### config.mk
export PLATFORM = sky130hd
export DESIGN_NAME = exec_sequencer
export DESIGN_NICKNAME = d
export VERILOG_FILES = /design/src/rtl/exec_sequencer_pkg.sv /design/src/rtl/exec_sequencer_cont_edge_det.sv /design/src/rtl/exec_sequencer.sv
export SDC_FILE = /design/constraint.sdc
export NUM_CORES = 1
export LEC_CHECK = 0
export ABC_AREA = 1
export BUFFER_PORTS_ARGS = -buffer_cell sky130_fd_sc_hd__buf_2
export CAP_MARGIN = 20
export CORE_ASPECT_RATIO = 1.25
export CORE_MARGIN = 2
export CORE_UTILIZATION = 40
export DETAILED_ROUTE_END_ITERATION = 10
export PLACE_DENSITY = 0.64
export SYNTH_ARGS = -nofsm -noshare
export SYNTH_HDL_FRONTEND = slang
export SYNTH_SLANG_ARGS = --single-unit
### constraint.sdc
create_clock -name clk -period 1.43 [get_ports clk]
set_input_delay 0.143 -clock clk [delete_from_list [all_inputs] [get_ports clk]]
set_output_delay 0.143 -clock clk [all_outputs]
set_load 0.03 [all_outputs]
### src/rtl/exec_sequencer_pkg.sv
// Shared definitions for the KGP multi-cycle sequencer: state codes, the
// captured control-decode bundle and small elaboration helpers.
package exec_sequencer_pkg;

    localparam int STATE_W = 3;

    typedef enum logic [STATE_W-1:0] {
        S_FETCH  = 3'd0,
        S_DECODE = 3'd1,
        S_EXEC   = 3'd2,
        S_MEM    = 3'd3,
        S_WB     = 3'd4,
        S_PAUSE  = 3'd5,
        S_HALT   = 3'd6
    } state_t;

    // Control-unit decode captured in EXEC and replayed in MEM/WB.
    typedef struct packed {
        logic mem_read;
        logic mem_write;
        logic reg_write;
    } ctl_t;

    function automatic int max_int(input int a, input int b);
        return (a > b) ? a : b;
    endfunction

endpackage

### src/rtl/exec_sequencer_cont_edge_det.sv
// Button rising-edge detector; the history flop resets high so a button held
// through reset never produces a pulse.
module cont_edge_det (
    input  logic clk,
    input  logic rst,
    input  logic level,
    output logic pulse
);

    logic level_q;

    always_ff @(posedge clk) begin
        if (!rst) begin
            level_q <= 1'b1;
        end else begin
            level_q <= level;
        end
    end

    assign pulse = level & ~level_q;

endmodule

### src/rtl/exec_sequencer.sv
// Multi-cycle FETCH/DECODE/EXEC/MEM/WB sequencer for the KGP datapath with
// registered per-stage strobes, single-step/halt control and a retired counter.
module exec_sequencer
    import exec_sequencer_pkg::*;
#(
    parameter int IMEM_LAT = 1,
    parameter int DMEM_LAT = 1,
    parameter int CNT_W    = 32
) (
    input  logic             clk,
    input  logic             rst,
    input  logic             run,
    input  logic             cont,
    input  logic             halt_req,
    input  logic             mem_read,
    input  logic             mem_write,
    input  logic             reg_write,
    output logic             imem_en,
    output logic             ir_load,
    output logic             dmem_en,
    output logic             dmem_we,
    output logic             rf_we,
    output logic             pc_we,
    output logic             out_we,
    output logic             halted,
    output logic [2:0]       state,
    output logic [CNT_W-1:0] instr_count
);

    localparam int                WAIT_W     = $clog2(max_int(IMEM_LAT, DMEM_LAT)) + 1;
    localparam logic [WAIT_W-1:0] FETCH_LAST = WAIT_W'(IMEM_LAT - 1);
    localparam logic [WAIT_W-1:0] MEM_LAST   = WAIT_W'(DMEM_LAT - 1);
    localparam logic [CNT_W-1:0]  CNT_MAX    = '1;

    state_t            cur_state;
    logic [WAIT_W-1:0] wait_cnt;
    ctl_t              ctl_q;
    logic              cont_edge;

    cont_edge_det u_cont_edge (
        .clk   (clk),
        .rst   (rst),
        .level (cont),
        .pulse (cont_edge)
    );

    function automatic logic [CNT_W-1:0] sat_inc(input logic [CNT_W-1:0] v);
        return (v == CNT_MAX) ? v : v + CNT_W'(1);
    endfunction

    // Every strobe is a flop set on the edge that enters the state it belongs
    // to, so outputs never see a combinational path from any input.
    always_ff @(posedge clk) begin
        if (!rst) begin
            cur_state   <= S_FETCH;
            wait_cnt    <= '0;
            ctl_q       <= '0;
            instr_count <= '0;
            imem_en     <= 1'b0;
            ir_load     <= 1'b0;
            dmem_en     <= 1'b0;
            dmem_we     <= 1'b0;
            rf_we       <= 1'b0;
            pc_we       <= 1'b0;
            out_we      <= 1'b0;
            halted      <= 1'b0;
        end else begin
            // NOTE: non-blocking defaults here make each strobe a one-cycle
            // pulse unless the branch below re-asserts it; later writes win.
            imem_en <= 1'b0;
            ir_load <= 1'b0;
            dmem_en <= 1'b0;
            dmem_we <= 1'b0;
            rf_we   <= 1'b0;
            pc_we   <= 1'b0;
            out_we  <= 1'b0;
            halted  <= 1'b0;

            case (cur_state)
                S_FETCH: begin
                    // Coming out of reset the IMEM is not yet enabled; that
                    // cycle does not count toward the fetch latency.
                    if (!imem_en) begin
                        imem_en <= 1'b1;
                    end else if (wait_cnt == FETCH_LAST) begin
                        wait_cnt  <= '0;
                        cur_state <= S_DECODE;
                        ir_load   <= 1'b1;
                    end else begin
                        wait_cnt <= wait_cnt + WAIT_W'(1);
                        imem_en  <= 1'b1;
                    end
                end

                S_DECODE: begin
                    cur_state <= S_EXEC;
                end

                S_EXEC: begin
                    ctl_q <= {mem_read, mem_write, reg_write};
                    if (halt_req) begin
                        cur_state   <= S_HALT;
                        halted      <= 1'b1;
                        instr_count <= sat_inc(instr_count);
                    end else if (mem_read || mem_write) begin
                        cur_state <= S_MEM;
                        dmem_en   <= 1'b1;
                        dmem_we   <= mem_write;
                    end else begin
                        cur_state <= S_WB;
                        rf_we     <= reg_write;
                        pc_we     <= 1'b1;
                        out_we    <= 1'b1;
                    end
                end

                S_MEM: begin
                    if (wait_cnt == MEM_LAST) begin
                        wait_cnt  <= '0;
                        cur_state <= S_WB;
                        rf_we     <= ctl_q.reg_write;
                        pc_we     <= 1'b1;
                        out_we    <= 1'b1;
                    end else begin
                        wait_cnt <= wait_cnt + WAIT_W'(1);
                        dmem_en  <= ctl_q.mem_read | ctl_q.mem_write;
                    end
                end

                S_WB: begin
                    instr_count <= sat_inc(instr_count);
                    if (run) begin
                        cur_state <= S_FETCH;
                        imem_en   <= 1'b1;
                    end else begin
                        cur_state <= S_PAUSE;
                    end
                end

                S_PAUSE: begin
                    if (cont_edge) begin
                        cur_state <= S_FETCH;
                        imem_en   <= 1'b1;
                    end
                end

                S_HALT: begin
                    // Resume takes one extra HALT cycle to step the PC past
                    // the halt instruction before the next fetch reads it.
                    if (pc_we) begin
                        cur_state <= S_FETCH;
                        imem_en   <= 1'b1;
                    end else begin
                        halted <= 1'b1;
                        pc_we  <= cont_edge;
                    end
                end

                default: begin
                    cur_state <= S_FETCH;
                end
            endcase
        end
    end

    assign state = cur_state;

endmodule

Word-level counts from Yosys, hierarchy flattened
Cells that the tools add are included.

Output and inout bits: 43. Register bits: 48.

Reduce and logical (&&, ||, !) cells: 9. Multiplexer cells: 38. Bitwise logic cells: 6. $add $sub $neg: 2. Equal/unequal tests: 13.

Operators with widths (count): two-way mux 32 bit (2); one-hot mux 32 bit (2 select lines) (1); adder 32 x 1 -> 32 bit (second input constant) (1); equality test 32 bit (second input constant) (1); two-way mux 3 bit (8); one-hot mux 3 bit (7 select lines) (1); two-way mux 1 bit (19); != test 2 bit (second input constant) (6); one-hot mux 1 bit (2 select lines) (5); equality test 3 bit (second input constant) (3); equality test 3 x 2 -> 1 bit (second input constant) (2); AND reduction 5 bit (1); NOT 1 bit (4); one-hot mux 1 bit (4 select lines) (1); AND reduction 2 bit (2); nonzero test 2 bit (2); OR reduction 4 bit (1); equality test 3 x 1 -> 1 bit (second input constant) (1); logical NOT 3 bit (1); one-hot mux 1 bit (3 select lines) (1); AND reduction 3 bit (1); adder 1 bit (second input constant) (1); AND 1 bit (1); logical OR 1 bit (1); bitwise OR 1 bit (1).

Depth between registers and ports, before layout
Depth after elaboration: 4. Mapped depth: 11.

Modules after synthesis
Synthesis repeated with hierarchy kept, for this count alone.

Cell total of the unflattened synthesis: 392. Area, all modules: 2631.3 um^2.

By module, submodules not included: exec_sequencer (area each 2597.5 um^2, seq. area each 880.8 um^2, instances 1, cells each 388); cont_edge_det (area each 33.8 um^2, seq. area each 20.0 um^2, instances 1, cells each 4).

Least setup slack after synthesis
OpenSTA, ideal clock, no wires.

Path type: register -> register. From: register instr_count[1]. To: register instr_count[27]. Setup time: 0.141 ns. Slack: -0.423 ns. Buffers on the path: 1. Cell stages (with the launch flop): 12. Clock period less this slack: 1.853 ns. Data arrival time: 1.713 ns. Cells stage by stage: dfxtp_1 -> ha_1 -> nand2_1 -> nor2_2 -> nand2_2 -> nor2_4 -> nand2_4 -> nand2_8 -> inv_4 -> buf_6 -> nand2_1 -> a21oi_2.

Cells in the longest elaborated chain, start to end: 4.

RTL lines: from (decl) (RTL line exec_sequencer.sv:27) `output logic [CNT_W-1:0] instr_count`; from (signal assigned) (RTL line exec_sequencer.sv:104) `instr_count <= sat_inc(instr_count);`; from (signal assigned) (RTL line exec_sequencer.sv:131) `instr_count <= sat_inc(instr_count);`; adder 32 x 1 -> 32 bit / equality test 32 bit (equally long branches) (RTL line exec_sequencer.sv:48) `return (v == CNT_MAX) ? v : v + CNT_W'(1);`; two-way mux 32 bit * (RTL line exec_sequencer.sv:48); two-way mux 32 bit (RTL line exec_sequencer.sv:101) `if (halt_req) begin`; one-hot mux 32 bit (2 select lines) * (RTL line exec_sequencer.sv:79) `case (cur_state)`.

Every way passes the cells marked *; elsewhere a longest branch is shown, timed or not. The select of a mux whose other input is x is not followed. A chain may end at the register's enable or synchronous reset.

Worst setup path after layout
From: register instr_count[0]. To: register instr_count[8].

The elaborated chain is that of the path after synthesis.

==> metrics.yaml <==
yosys:
  synth.top_cell.area_share_pct: 32.91
  synth_ff_type: "dfxtp_1"
  syn_inst: 419
  syn_area_um2: 2738
  synth.net_count: 428
  synth_seq_cells: 45
  synth_most_common_cell: "nand2_1"
  ys_warn_count: 0
  ys_seq_area_share_pct: 32.91
  syn_avg_cell_area_um2: 6.534
  yosysTopAreaCell: "dfxtp_1"
  yosys-top-cells-count: "nand2_1, nor2_1, dfxtp_1"
  synth-async-reset-ratio_pct: 0
  synthTopCellsByArea: "dfxtp_1, nand2_1, nor2_1"
  synth-edff-count: 0
  synth.distinct_cells: 32
power_and_ir_drop:
  p_int_mw: 2.387
  cellPowerDensity_nw_per_um2: 923.8
  switchingPower_mw: 1.370
  p_clk_share_pct: 26.1
  power_frac_seq_pct: 37.9
  vdd_drop_max_mv: 0.6555
  p_comb_share_pct: 35.9
  leakage_nw: 1.781
  sw_frac_of_total_pct: 36.47
cells_and_area:
  largest_register_ffs: 32
  largest_register: "instr_count"
  drive_gt1_share_pct: 47.08
  area_growth_pct: 48.58
  fillers: 629
  diodes: 0
  layout.nets: 556
sta:
  whs_ns: 0.01781
  rsz0062_at_grt: "true"
  worst_slew_margin_rel_pct: 78.53
  maxSlewViolCount: 0
  fmax_mhz: 649.4
  fin_crit_ns: 1.540
  setup_viol: 32
  finalClockSkew_ns: 0.005757
  finalHoldViolCount: 0
  setup_tns_ns: -1.829
  worst_pin_slew_ns: 0.3221
  fin_ws_ns: -0.1099
  fin_crit_sh_pct: 107.7
drt:
  drtAntennaViolNets: 0
  vias: 3122
  viasPerCell: 4.917
  firstDrtPassIters: 4
  wl_mm: 8.365
  drc: 0
  first_iter_violations: 132
  routedWlPerCell_um: 13.17
worst_hold_path:
  hold_depth: 3
  min_to: "u_cont_edge.level_q"
  min_from: "cont"
  hold_path.class: "input port to register"
setup_path:
  cp-end-kind: "register"
  ff2ff_setup_slack_ns: -0.11
  crit_path_start_kind: "register"
  cp.arrival_ns: 1.78
  critPathRequiredTime_ns: 1.67
  path_max_fanout: 7
  r2r_end: "instr_count[8]"
  r2r_start: "instr_count[0]"
  critPathKind: "register to register"
  r2r_cells: 10
floorplanning:
  die_height_um: 96.50
  start_util_pct: 41.44
  die_x_um: 78.00
  die-area_um2: 7526
  coreArea_um2: 6606
  ioPinCount: 51
  row_count: 33
clock_tree:
  cts_tree: "built"
  htree_num_levels: 2
  cts_sinks: 45
  clkLatencyLatePin_ns: 0.30
  cts_buffer_depth: 2
  numCtsBuffers: 5
  clk_pin_slew_ns: 0.09
  clockRootBuffer: "clkbuf_8"
grt:
  grt_max_degree: 31
  grt_usage_pct: 22.39
  grt_pass1_wl_mm: 13.48
  grt_pass1_vias: 3052
  antenna_found_initial: 0
  overflow: 0
run_status:
  violations: "negative setup slack"
  status: "finished, violations left"
place:
  place_hpwl_mm: 5.980
  place_congestion: 0.8559
  portBuffers: 50
flow_run:
  maxCapViolations: 0
==> routing by layer <==
layer	up-vias	global-route usage, %	part of all wire (%)
met5	-	0	0
met4	0	7.895	2.7
met3	26	2.974	4.9
met2	104	42.82	53
met1	1419	25.56	40
li1	1573	-	-
==> worst max-delay path, stage by stage (launching register included) <==
cell	delay [ns]
dfxtp_4	0.38
ha_4	0.16
nand2_4	0.05
nor2_4	0.08
nand2_2	0.08
nor2_4	0.12
nand2_4	0.11
nand2_8	0.13
clkbuf_16	0.18
nand2_1	0.06
a21oi_2	0.12
==> power groups by stage <==
stage / Sequential, mW / Combinational, mW / Clock, mW
CTS: 1.42 / 1.20 / 0.988
floorplan: 1.59 / 0.668 / 0
detailed placement: 1.45 / 1.19 / 0
global placement: 1.45 / 1.18 / 0
finish: 1.43 / 1.35 / 0.982
global route: 1.44 / 1.46 / 1.04
==> worst max-delay path by stage <==
stage                       to  depth (start not counted)  slack, ns      startpoint
6_report        instr_count[8]                         10      -0.11  instr_count[0]
3_3_place_gp   instr_count[21]                         10      -0.11  instr_count[3]
2_1_floorplan  instr_count[27]                         11      -0.13  instr_count[0]
3_5_place_dp   instr_count[20]                          9      -0.12  instr_count[0]
5_1_grt         instr_count[8]                         10      -0.19  instr_count[0]
4_1_cts        instr_count[10]                         10      -0.08  instr_count[0]
==> what timing repair did <==
action	4_1_cts	5_1_grt
resized for setup	13	41
setup endpoints to repair	32	34
pin swaps	0	18
hold buffers	0	0
setup buffers	2	5
cloned	0	2
==> cells by family after synthesis <==
kind of cell | Yosys count | share of synthesized area [%]
adders and majority gates | 1 | 0.4570
AOI/OAI and AO/OA | 38 | 10.24
and+or+nand+nor | 267 | 42.41
buffers and inverters | 53 | 9.186
xor gates and xnor gates | 15 | 4.799
DFF | 45 | 32.91
==> cell usage in the layout, fill, tap and decap left out, types with 2 or more instances in the layout <==
cell	count
o21ai_0	6
nand4_1	12
nor3_4	2
nand2_2	25
dfxtp_4	5
nand2_1	111
dfxtp_2	26
nor2_1	61
clkbuf_8	5
xnor2_1	6
xor2_1	9
nand2_4	12
nor2_4	7
dfxtp_1	14
inv_1	40
buf_2	50
a21oi_1	4
nand3_1	17
buf_4	75
buf_6	2
a21oi_2	20
nand3_2	2
nor2_2	15
buf_12	3
a31oi_1	2
==> area by class of cell <==
cell class | count | area, um2 | area share, %
clock buffer | 6 | 72.57 | 1.784
inverter | 42 | 165.2 | 4.060
multi-input combinational | 322 | 1813 | 44.57
tap | 87 | 108.9 | 2.676
clock inverter | 2 | 35.03 | 0.8613
sequential | 45 | 952.2 | 23.41
timing repair buffer | 131 | 920.9 | 22.64
==> through the flow <==
stage	instance area [um2]	worst slack (ns)	util [%]	power, mW	instances
global placement	3685	-0.1125	55.78	2.630	618
finish	4068	-0.1099	61.57	3.758	635
detailed placement	3685	-0.1237	55.78	2.640	618
floorplan	2831	-0.1329	-	2.255	419
global route	4068	-0.1869	61.57	3.939	635
CTS	3860	-0.07842	58.43	3.610	628
(Power assumes the default switching activity.)
